$ cat config.mk
export PLATFORM = sky130hd
export DESIGN_NAME = uart_rx_monitor
export DESIGN_NICKNAME = d
export VERILOG_FILES = /design/src/rtl/uart_rx_monitor_pkg.sv /design/src/rtl/uart_rx_monitor_fifo.sv /design/src/rtl/uart_rx_monitor.sv
export SDC_FILE = /design/constraint.sdc
export NUM_CORES = 1
export LEC_CHECK = 0
export ABC_AREA = 1
export CAP_MARGIN = 40
export CORE_MARGIN = 8
export CORE_UTILIZATION = 55
export DETAILED_ROUTE_END_ITERATION = 8
export GPL_ROUTABILITY_DRIVEN = 0
export GPL_TIMING_DRIVEN = 1
export PLACE_DENSITY = 0.74
export SLEW_MARGIN = 20
export SYNTH_ARGS = -nofsm -noshare
export SYNTH_HDL_FRONTEND = slang
export SYNTH_SLANG_ARGS = --single-unit
$ cat constraint.sdc
create_clock -name HCLK -period 3.2 [get_ports HCLK]
set_clock_uncertainty 0.05 [all_clocks]
set_input_delay 0.64 -clock HCLK [delete_from_list [all_inputs] [get_ports HCLK]]
set_output_delay 0.64 -clock HCLK [all_outputs]
set_load 0.02 [all_outputs]
$ cat src/rtl/uart_rx_monitor_pkg.sv
// Shared types and constants for the UART receive monitor.
// The FSM encoding always contains PARITY, including builds without parity support.
package uart_rx_monitor_pkg;

  typedef enum logic [2:0] {
    ST_IDLE   = 3'd0,
    ST_START  = 3'd1,
    ST_DATA   = 3'd2,
    ST_PARITY = 3'd3,
    ST_STOP   = 3'd4
  } rx_state_e;

  // Smallest usable HCLK-per-bit divider; smaller requests are raised to this.
  localparam int MIN_DIV = 4;

  // Number of flops in the rx metastability synchroniser.
  localparam int SYNC_DEPTH = 2;

endpackage

$ cat src/rtl/uart_rx_monitor_fifo.sv
// Synchronous show-ahead FIFO for received characters.
// rdata shows the head entry, and reads as zero while the FIFO is empty.
// A push into a full FIFO is accepted only when a pop happens in the same cycle.
module uart_rx_monitor_fifo
  import uart_rx_monitor_pkg::*;
#(
  parameter int WIDTH = 8,
  parameter int DEPTH = 8
) (
  input  logic                     clk,
  input  logic                     rst,
  input  logic                     push,
  input  logic [WIDTH-1:0]         wdata,
  input  logic                     pop,
  output logic [WIDTH-1:0]         rdata,
  output logic                     full,
  output logic                     empty,
  output logic [$clog2(DEPTH):0]   level
);

  localparam int AW = $clog2(DEPTH);
  localparam int LW = AW + 1;

  logic [WIDTH-1:0] mem_q [DEPTH];
  logic [AW-1:0]    wr_ptr_q, wr_ptr_d;
  logic [AW-1:0]    rd_ptr_q, rd_ptr_d;
  logic [LW-1:0]    level_q, level_d;
  logic             wr_en, rd_en;

  assign full  = (level_q == LW'(DEPTH));
  assign empty = (level_q == '0);
  assign level = level_q;
  assign rdata = empty ? '0 : mem_q[rd_ptr_q];

  // Decide which accesses take effect and advance pointers/occupancy (pointers wrap naturally).
  always_comb begin
    wr_en    = push & (~full | pop);
    rd_en    = pop & ~empty;
    wr_ptr_d = wr_ptr_q + AW'(wr_en);
    rd_ptr_d = rd_ptr_q + AW'(rd_en);
    level_d  = level_q + LW'(wr_en) - LW'(rd_en);
  end

  // Pointer and occupancy state; cleared by reset.
  always_ff @(posedge clk) begin
    if (rst) begin
      wr_ptr_q <= '0;
      rd_ptr_q <= '0;
      level_q  <= '0;
    end else begin
      wr_ptr_q <= wr_ptr_d;
      rd_ptr_q <= rd_ptr_d;
      level_q  <= level_d;
    end
  end

  // Character storage; contents are meaningless until written, so it is not reset.
  always_ff @(posedge clk) begin
    if (wr_en) mem_q[wr_ptr_q] <= wdata;
  end

endmodule

$ cat src/rtl/uart_rx_monitor.sv
// UART receive monitor: rx synchroniser, oversampling receive FSM, sticky
// error flags, and a show-ahead character FIFO behind a valid/ready port.
// Optional parity checking is compiled in with `define UART_RX_MONITOR_PARITY_EN.
module uart_rx_monitor
  import uart_rx_monitor_pkg::*;
#(
  parameter int DATA_BITS  = 8,
  parameter int STOP_BITS  = 1,
  parameter int FIFO_DEPTH = 8,
`ifdef UART_RX_MONITOR_PARITY_EN
  parameter int DIV_W      = 16,
  parameter bit PARITY_ODD = 1'b0
`else
  parameter int DIV_W      = 16
`endif
) (
  input  logic                          HCLK,
  input  logic                          HRESET,
  input  logic                          rx,
  input  logic [DIV_W-1:0]              baud_div,
  output logic [DATA_BITS-1:0]          rx_data,
  output logic                          rx_valid,
  input  logic                          rx_ready,
  output logic [$clog2(FIFO_DEPTH):0]   fifo_level,
  output logic                          busy,
  output logic                          frame_err,
  output logic                          overrun,
  output logic                          parity_err,
  input  logic                          clr_err
);

  localparam int BCW = $clog2(DATA_BITS + 1);

  // Raise dividers below the minimum to the minimum.
  function automatic logic [DIV_W-1:0] clamp_div(input logic [DIV_W-1:0] d);
    if (d < DIV_W'(MIN_DIV)) return DIV_W'(MIN_DIV);
    return d;
  endfunction

`ifdef UART_RX_MONITOR_PARITY_EN
  // True when the received parity bit disagrees with the configured parity sense.
  function automatic logic parity_bad(input logic [DATA_BITS-1:0] d, input logic pbit);
    return (^d ^ PARITY_ODD) != pbit;
  endfunction
`endif

  // ---------------- synchroniser and edge detect ----------------
  logic [SYNC_DEPTH-1:0] sync_q, sync_d;
  logic                  rx_prev_q;
  logic                  rx_s;
  logic                  fall;

  assign rx_s = sync_q[SYNC_DEPTH-1];
  assign fall = rx_prev_q & ~rx_s;

  // Shift the raw line into the synchroniser chain.
  always_comb begin
    sync_d = {sync_q[SYNC_DEPTH-2:0], rx};
  end

  // Synchroniser and previous-sample flops preset to idle-high so reset never fakes an edge.
  always_ff @(posedge HCLK) begin
    if (HRESET) begin
      sync_q    <= '1;
      rx_prev_q <= 1'b1;
    end else begin
      sync_q    <= sync_d;
      rx_prev_q <= rx_s;
    end
  end

  // ---------------- receive FSM ----------------
  rx_state_e          state_q;
  logic [DIV_W-1:0]   cnt_q;
  logic [DIV_W-1:0]   div_q, div_d;
  logic [BCW-1:0]     bit_cnt_q;
  logic               stop_cnt_q;
  logic               stop_bad_q;
  logic [DATA_BITS-1:0] shift_q, shift_d;

  logic [DIV_W-1:0]   half_m1, full_m1;
  logic               tick_half, tick_full;
  logic               last_data, last_stop;
  logic               load_div, shift_en;
  logic               push_chr, frame_ev, parity_ev, overrun_ev;
  logic               fifo_full, fifo_empty, pop;

  // Sample-point decode and per-frame events derived from the current FSM state.
  always_comb begin
    half_m1   = (div_q >> 1) - DIV_W'(1);
    full_m1   = div_q - DIV_W'(1);
    tick_half = (cnt_q == half_m1);
    tick_full = (cnt_q == full_m1);
    last_data = (bit_cnt_q == BCW'(DATA_BITS - 1));
    last_stop = (stop_cnt_q == 1'(STOP_BITS - 1));
    load_div  = (state_q == ST_IDLE) && fall;
    div_d     = load_div ? clamp_div(baud_div) : div_q;
    shift_en  = (state_q == ST_DATA) && tick_full;
    shift_d   = shift_en ? {rx_s, shift_q[DATA_BITS-1:1]} : shift_q;
    push_chr  = (state_q == ST_STOP) && tick_full && last_stop && !stop_bad_q && rx_s;
    frame_ev  = (state_q == ST_STOP) && tick_full && last_stop && (stop_bad_q || !rx_s);
`ifdef UART_RX_MONITOR_PARITY_EN
    parity_ev = (state_q == ST_PARITY) && tick_full && parity_bad(shift_q, rx_s);
`else
    parity_ev = 1'b0;
`endif
  end

  // Divider snapshot and data shifter carry no control meaning, so they are not reset.
  always_ff @(posedge HCLK) begin
    div_q   <= div_d;
    shift_q <= shift_d;
  end

  // Frame sequencing: start-bit qualification, data, optional parity, stop bits.
  always_ff @(posedge HCLK) begin
    if (HRESET) begin
      state_q    <= ST_IDLE;
      cnt_q      <= '0;
      bit_cnt_q  <= '0;
      stop_cnt_q <= 1'b0;
      stop_bad_q <= 1'b0;
    end else begin
      case (state_q)
        ST_IDLE: begin
          cnt_q <= '0;
          if (fall) state_q <= ST_START;
        end
        ST_START: begin
          if (tick_half) begin
            cnt_q     <= '0;
            bit_cnt_q <= '0;
            state_q   <= rx_s ? ST_IDLE : ST_DATA;
          end else begin
            cnt_q <= cnt_q + DIV_W'(1);
          end
        end
        ST_DATA: begin
          if (tick_full) begin
            cnt_q <= '0;
            if (last_data) begin
              stop_cnt_q <= 1'b0;
              stop_bad_q <= 1'b0;
`ifdef UART_RX_MONITOR_PARITY_EN
              state_q    <= ST_PARITY;
`else
              state_q    <= ST_STOP;
`endif
            end else begin
              bit_cnt_q <= bit_cnt_q + BCW'(1);
            end
          end else begin
            cnt_q <= cnt_q + DIV_W'(1);
          end
        end
`ifdef UART_RX_MONITOR_PARITY_EN
        ST_PARITY: begin
          if (tick_full) begin
            cnt_q   <= '0;
            state_q <= ST_STOP;
          end else begin
            cnt_q <= cnt_q + DIV_W'(1);
          end
        end
`endif
        ST_STOP: begin
          if (tick_full) begin
            cnt_q <= '0;
            if (last_stop) begin
              state_q <= ST_IDLE;
            end else begin
              stop_cnt_q <= 1'b1;
              stop_bad_q <= stop_bad_q | ~rx_s;
            end
          end else begin
            cnt_q <= cnt_q + DIV_W'(1);
          end
        end
        default: state_q <= ST_IDLE;
      endcase
    end
  end

  assign busy = (state_q != ST_IDLE);

  // ---------------- sticky error flags ----------------
  logic frame_err_q, frame_err_d;
  logic overrun_q, overrun_d;
  logic parity_err_q, parity_err_d;

  // A same-cycle clear and new error leave the flag set.
  always_comb begin
    overrun_ev   = push_chr && fifo_full && !pop;
    frame_err_d  = (frame_err_q  & ~clr_err) | frame_ev;
    overrun_d    = (overrun_q    & ~clr_err) | overrun_ev;
    parity_err_d = (parity_err_q & ~clr_err) | parity_ev;
  end

  // Sticky flag storage.
  always_ff @(posedge HCLK) begin
    if (HRESET) begin
      frame_err_q  <= 1'b0;
      overrun_q    <= 1'b0;
      parity_err_q <= 1'b0;
    end else begin
      frame_err_q  <= frame_err_d;
      overrun_q    <= overrun_d;
      parity_err_q <= parity_err_d;
    end
  end

  assign frame_err  = frame_err_q;
  assign overrun    = overrun_q;
  assign parity_err = parity_err_q;

  // ---------------- character FIFO ----------------
  assign pop      = rx_valid & rx_ready;
  assign rx_valid = ~fifo_empty;

  uart_rx_monitor_fifo #(
    .WIDTH (DATA_BITS),
    .DEPTH (FIFO_DEPTH)
  ) u_fifo (
    .clk   (HCLK),
    .rst   (HRESET),
    .push  (push_chr),
    .wdata (shift_q),
    .pop   (pop),
    .rdata (rx_data),
    .full  (fifo_full),
    .empty (fifo_empty),
    .level (fifo_level)
  );

endmodule

==> results.md, run 1 <==
* Share of the synthesized area in the top cell type at 37.0%
* Final period utilization at 94.9%
* VDD IR-drop max at between 0.0003 and 0.0004 V
* Status: complete, no violations
* Crit path capture type: output port
* Max Freq at roughly 330 MHz
* Dpl ws at around 0.16 ns
* First-pass GRT wire length at about 27000 microns
* Post-route setup slack at 0.165 ns
* Overall Global Routing Usage at between 20% and 30%
* Post-synthesis sequential area ratio at roughly 48%
* Drt initial violations at between 400 and 500
* Max incr delay on CP at 0.62 ns
* Hold path cells at 1
* Slew @ Worst Pin at approximately 0.71 ns
* Worst path slowest cell: clkdlybuf4s50_1
* Synth area leader: edfxtp_1
* Area grow syn2layout at 16.9%
* Via count at 5856
* Commonest non-fill, non-tap cell in the layout: nand2_1
* Final hold vios at 0
* Power Density at between 600 and 700 nW/um^2
* Crit path max fanout at 33
* DRC viols at 0
* Clock Path Buffers at 2
* Die Ht at between 100 and 150 microns
* CTS tree: done
* Startpoint Class: flop
* Combinational share of power at about 28%
* Min cycle time layout at approximately 3.0 ns
* WL/cell at ~15 microns
* Final Hold Slack at about 0.36 ns
* # H-tree levels at 4
* Core Area at 12700 sq um
* Switching share of power at about a third
* Syn_nets at 920
* Number of diodes at 0
* FP Rows at around 40
* Yosys reg bits at about 130
* Detail Placement HPWL at between 10000 and 15000 microns
* R2R Setup Slk at ~0.26 ns
* Die W at around 130 microns
* Crit-path cells: buf_8 -> o21ai_0 -> o22ai_1 -> o21ai_0 -> a31oi_1 -> clkdlybuf4s50_1
* Rel. slew slack at a little over half
* # clock sinks at 128
* Average instance area after synthesis at approximately 8.1 sq um
* Initial Util at 56.3%
* Largest net degree at the start of global routing at 34
* Hold_sp: sync_q[0]
* Most frequent CP cell: o21ai_0
* Routed Antenna Nets at 0
* Final setup viols at 0
* Layout cells sized above 1 at between 10% and 20%
* CP Data Arrival Time at roughly 2.4 ns
* Layout net count at about 960
* Via/cell ratio at ~5.3
* Most frequent cells in the layout: nand2_1 (188), nor2_1 (127), inv_1 (103)
* Max cap viols at 0
* Hold buffers post-CTS at 0
* Worst-Skew Late Latency at 0.42 ns
* Pins Over Slew Limit at 0
* Leakage at roughly 3.5 nW
* P_int at 3.55 mW
* First-pass DRT Iterations at 6
* Worst r2r src: div_q[1]
* Clk network pwr share at 35.2%
* Largest cells by area after synthesis: edfxtp_1 (37%), dfxtp_1 (11%), nand2_1 (9.9%), nor2_1 (6.7%), nand3_1 (6.4%)
* Worst hold path class: flop to flop
* CTS Root Cell: clkbuf_16
* Final wirelength at ~16000 microns
* Warnings, synthesis at 0
* Net Sw Power at between 1.5 and 2 mW
* Clk slew on worst S/H paths at 0.06 ns
* Sequential Power Share at 36.4%
* Initial antenna violation count at 0
* Critical Setup Path Class: flop to output port
* Vias in the first global route at ~5700
* CP required at between 2 and 3 ns
* Num CTS Buffers at 17
* Worst reg2reg endpoint: u_fifo.mem_q[6][4]
* Num ports at 38
* Hold worst-path end: sync_q[1]
* Distinct cell type count after synthesis at 40
* PortBufs at 37
* Final Power at 5.26 mW
* GRT overflow at 0
* Die area at 16900 sq um
* Mapped Area at ~7000 sq um
* Syn Inst Count at slightly below 900
* R2r worst-path depth at 15
-- worst max-delay path by stage --
stage,to,slack (ns),from
2_1_floorplan,u_fifo.level[2],0.36,div_q[2]
5_1_grt,u_fifo.mem_q[6][4],-0.04,div_q[1]
4_1_cts,rx_data[6],0.01,u_fifo.rd_ptr_q[0]
3_3_place_gp,u_fifo.level[2],0.22,div_q[0]
6_report,rx_data[5],0.16,u_fifo.rd_ptr_q[0]
3_5_place_dp,u_fifo.level[2],0.16,div_q[0]
-- per-stage QoR --
step	setup TNS, ns	utilization, %	cell area [sq um]	cells
final	0	65.9	8350	1107
after global routing	-0.532	65.9	8350	1107
after CTS	0	65.2	8260	1104
after detailed placement	0	60.7	7690	1072
after global placement	0	60.7	7690	1072
after floorplan	0	-	7140	884
-- logic make-up (layout without fill, tap and decap cells) --
group	after synthesis	in the layout	synth area share, %
compound gates	83	83	6.45
xor+xnor	34	34	4.17
fa+ha+maj	15	15	2.73
buf+inv	155	206	8.59
flops	128	128	48.2
simple gates	469	469	29.8
-- worst max-delay path: cells and delay by family, from the launching register on --
kind | cells | cell delay (ns)
AO/OA/AOI/OAI | 4 | 0.58
flip-flops | 1 | 0.46
buffers and inverters | 2 | 0.87
-- power by group through the flow --
stage / Combinational [mW] / Clock, mW / Sequential, mW
finish: 1.49 / 1.86 / 1.92
global route: 1.68 / 1.94 / 1.93
CTS: 1.47 / 1.88 / 1.89
detailed placement: 1.47 / 0 / 1.93
global placement: 1.45 / 0 / 1.93
floorplan: 0.922 / 0 / 1.94
-- routing by layer --
metal,vias to the layer above,global-route usage (%),share of wire [%],wire (microns)
li1,2945,-,-,-
met1,2656,23.2,41,6740
met2,199,35.1,49,8070
met3,56,4.04,5.2,842
met4,0,12.5,4.0,660
met5,-,0,0,0
-- repair_timing --
item,4_1_cts,5_1_grt
resized for setup,0,22
buffers inserted,0,1
endpoints found under the setup margin,0,76
-- final cells by class --
cell class                      count  area, sq um
Clock buffer                       20          437
Clock inverter                     12          134
Inverter                          115          439
Timing Repair inverter              2         15.0
Tap cell                          172          215
Sequential cell                   128         3440
Timing Repair Buffer               57          538
Multi-Input combinational cell    601         3120
Fill cell                        1058         4320
-- registers in the layout, summed over array words and instances (netlist names) --
signal	cells
frame_err	1
div_q	16
parity_err	1
cnt_q	16
shift_q	8
rx_prev_q	1
bit_cnt_q	4
u_fifo.level	4
stop_bad_q	1
sync_q	2
overrun	1
u_fifo.rd_ptr_q	3
state_q	3
u_fifo.mem_q	64
u_fifo.wr_ptr_q	3
-- cells in the mapped netlist, drive strengths merged --
library cell / instances
a211oi: 1
a21oi: 11
a31oi: 8
a41oi: 1
buf: 11
clkbuf: 29
clkinv: 1
dfxtp: 40
edfxtp: 88
fa: 1
ha: 14
inv: 114
nand2: 198
nand3: 91
nand3b: 3
nand4: 5
nor2: 152
nor3: 11
nor3b: 1
nor4: 4
o21ai: 53
o22ai: 8
o41ai: 1
or2: 4
xnor2: 15
xor2: 19
Note: power is estimated with default switching activity, not from simulation.
==> run 2: changes to the inputs <==
--- a/config.mk
+++ b/config.mk
@@ -6,7 +6,7 @@
 export NUM_CORES = 1
 export LEC_CHECK = 0
 export ABC_AREA = 1
-export CAP_MARGIN = 40
+export ABC_CLOCK_PERIOD_IN_PS = 3200
 export CORE_MARGIN = 8
 export CORE_UTILIZATION = 55
 export DETAILED_ROUTE_END_ITERATION = 8
==> results of run 2 <==
Final layout, timing and power as in run 1 (identical DEF).
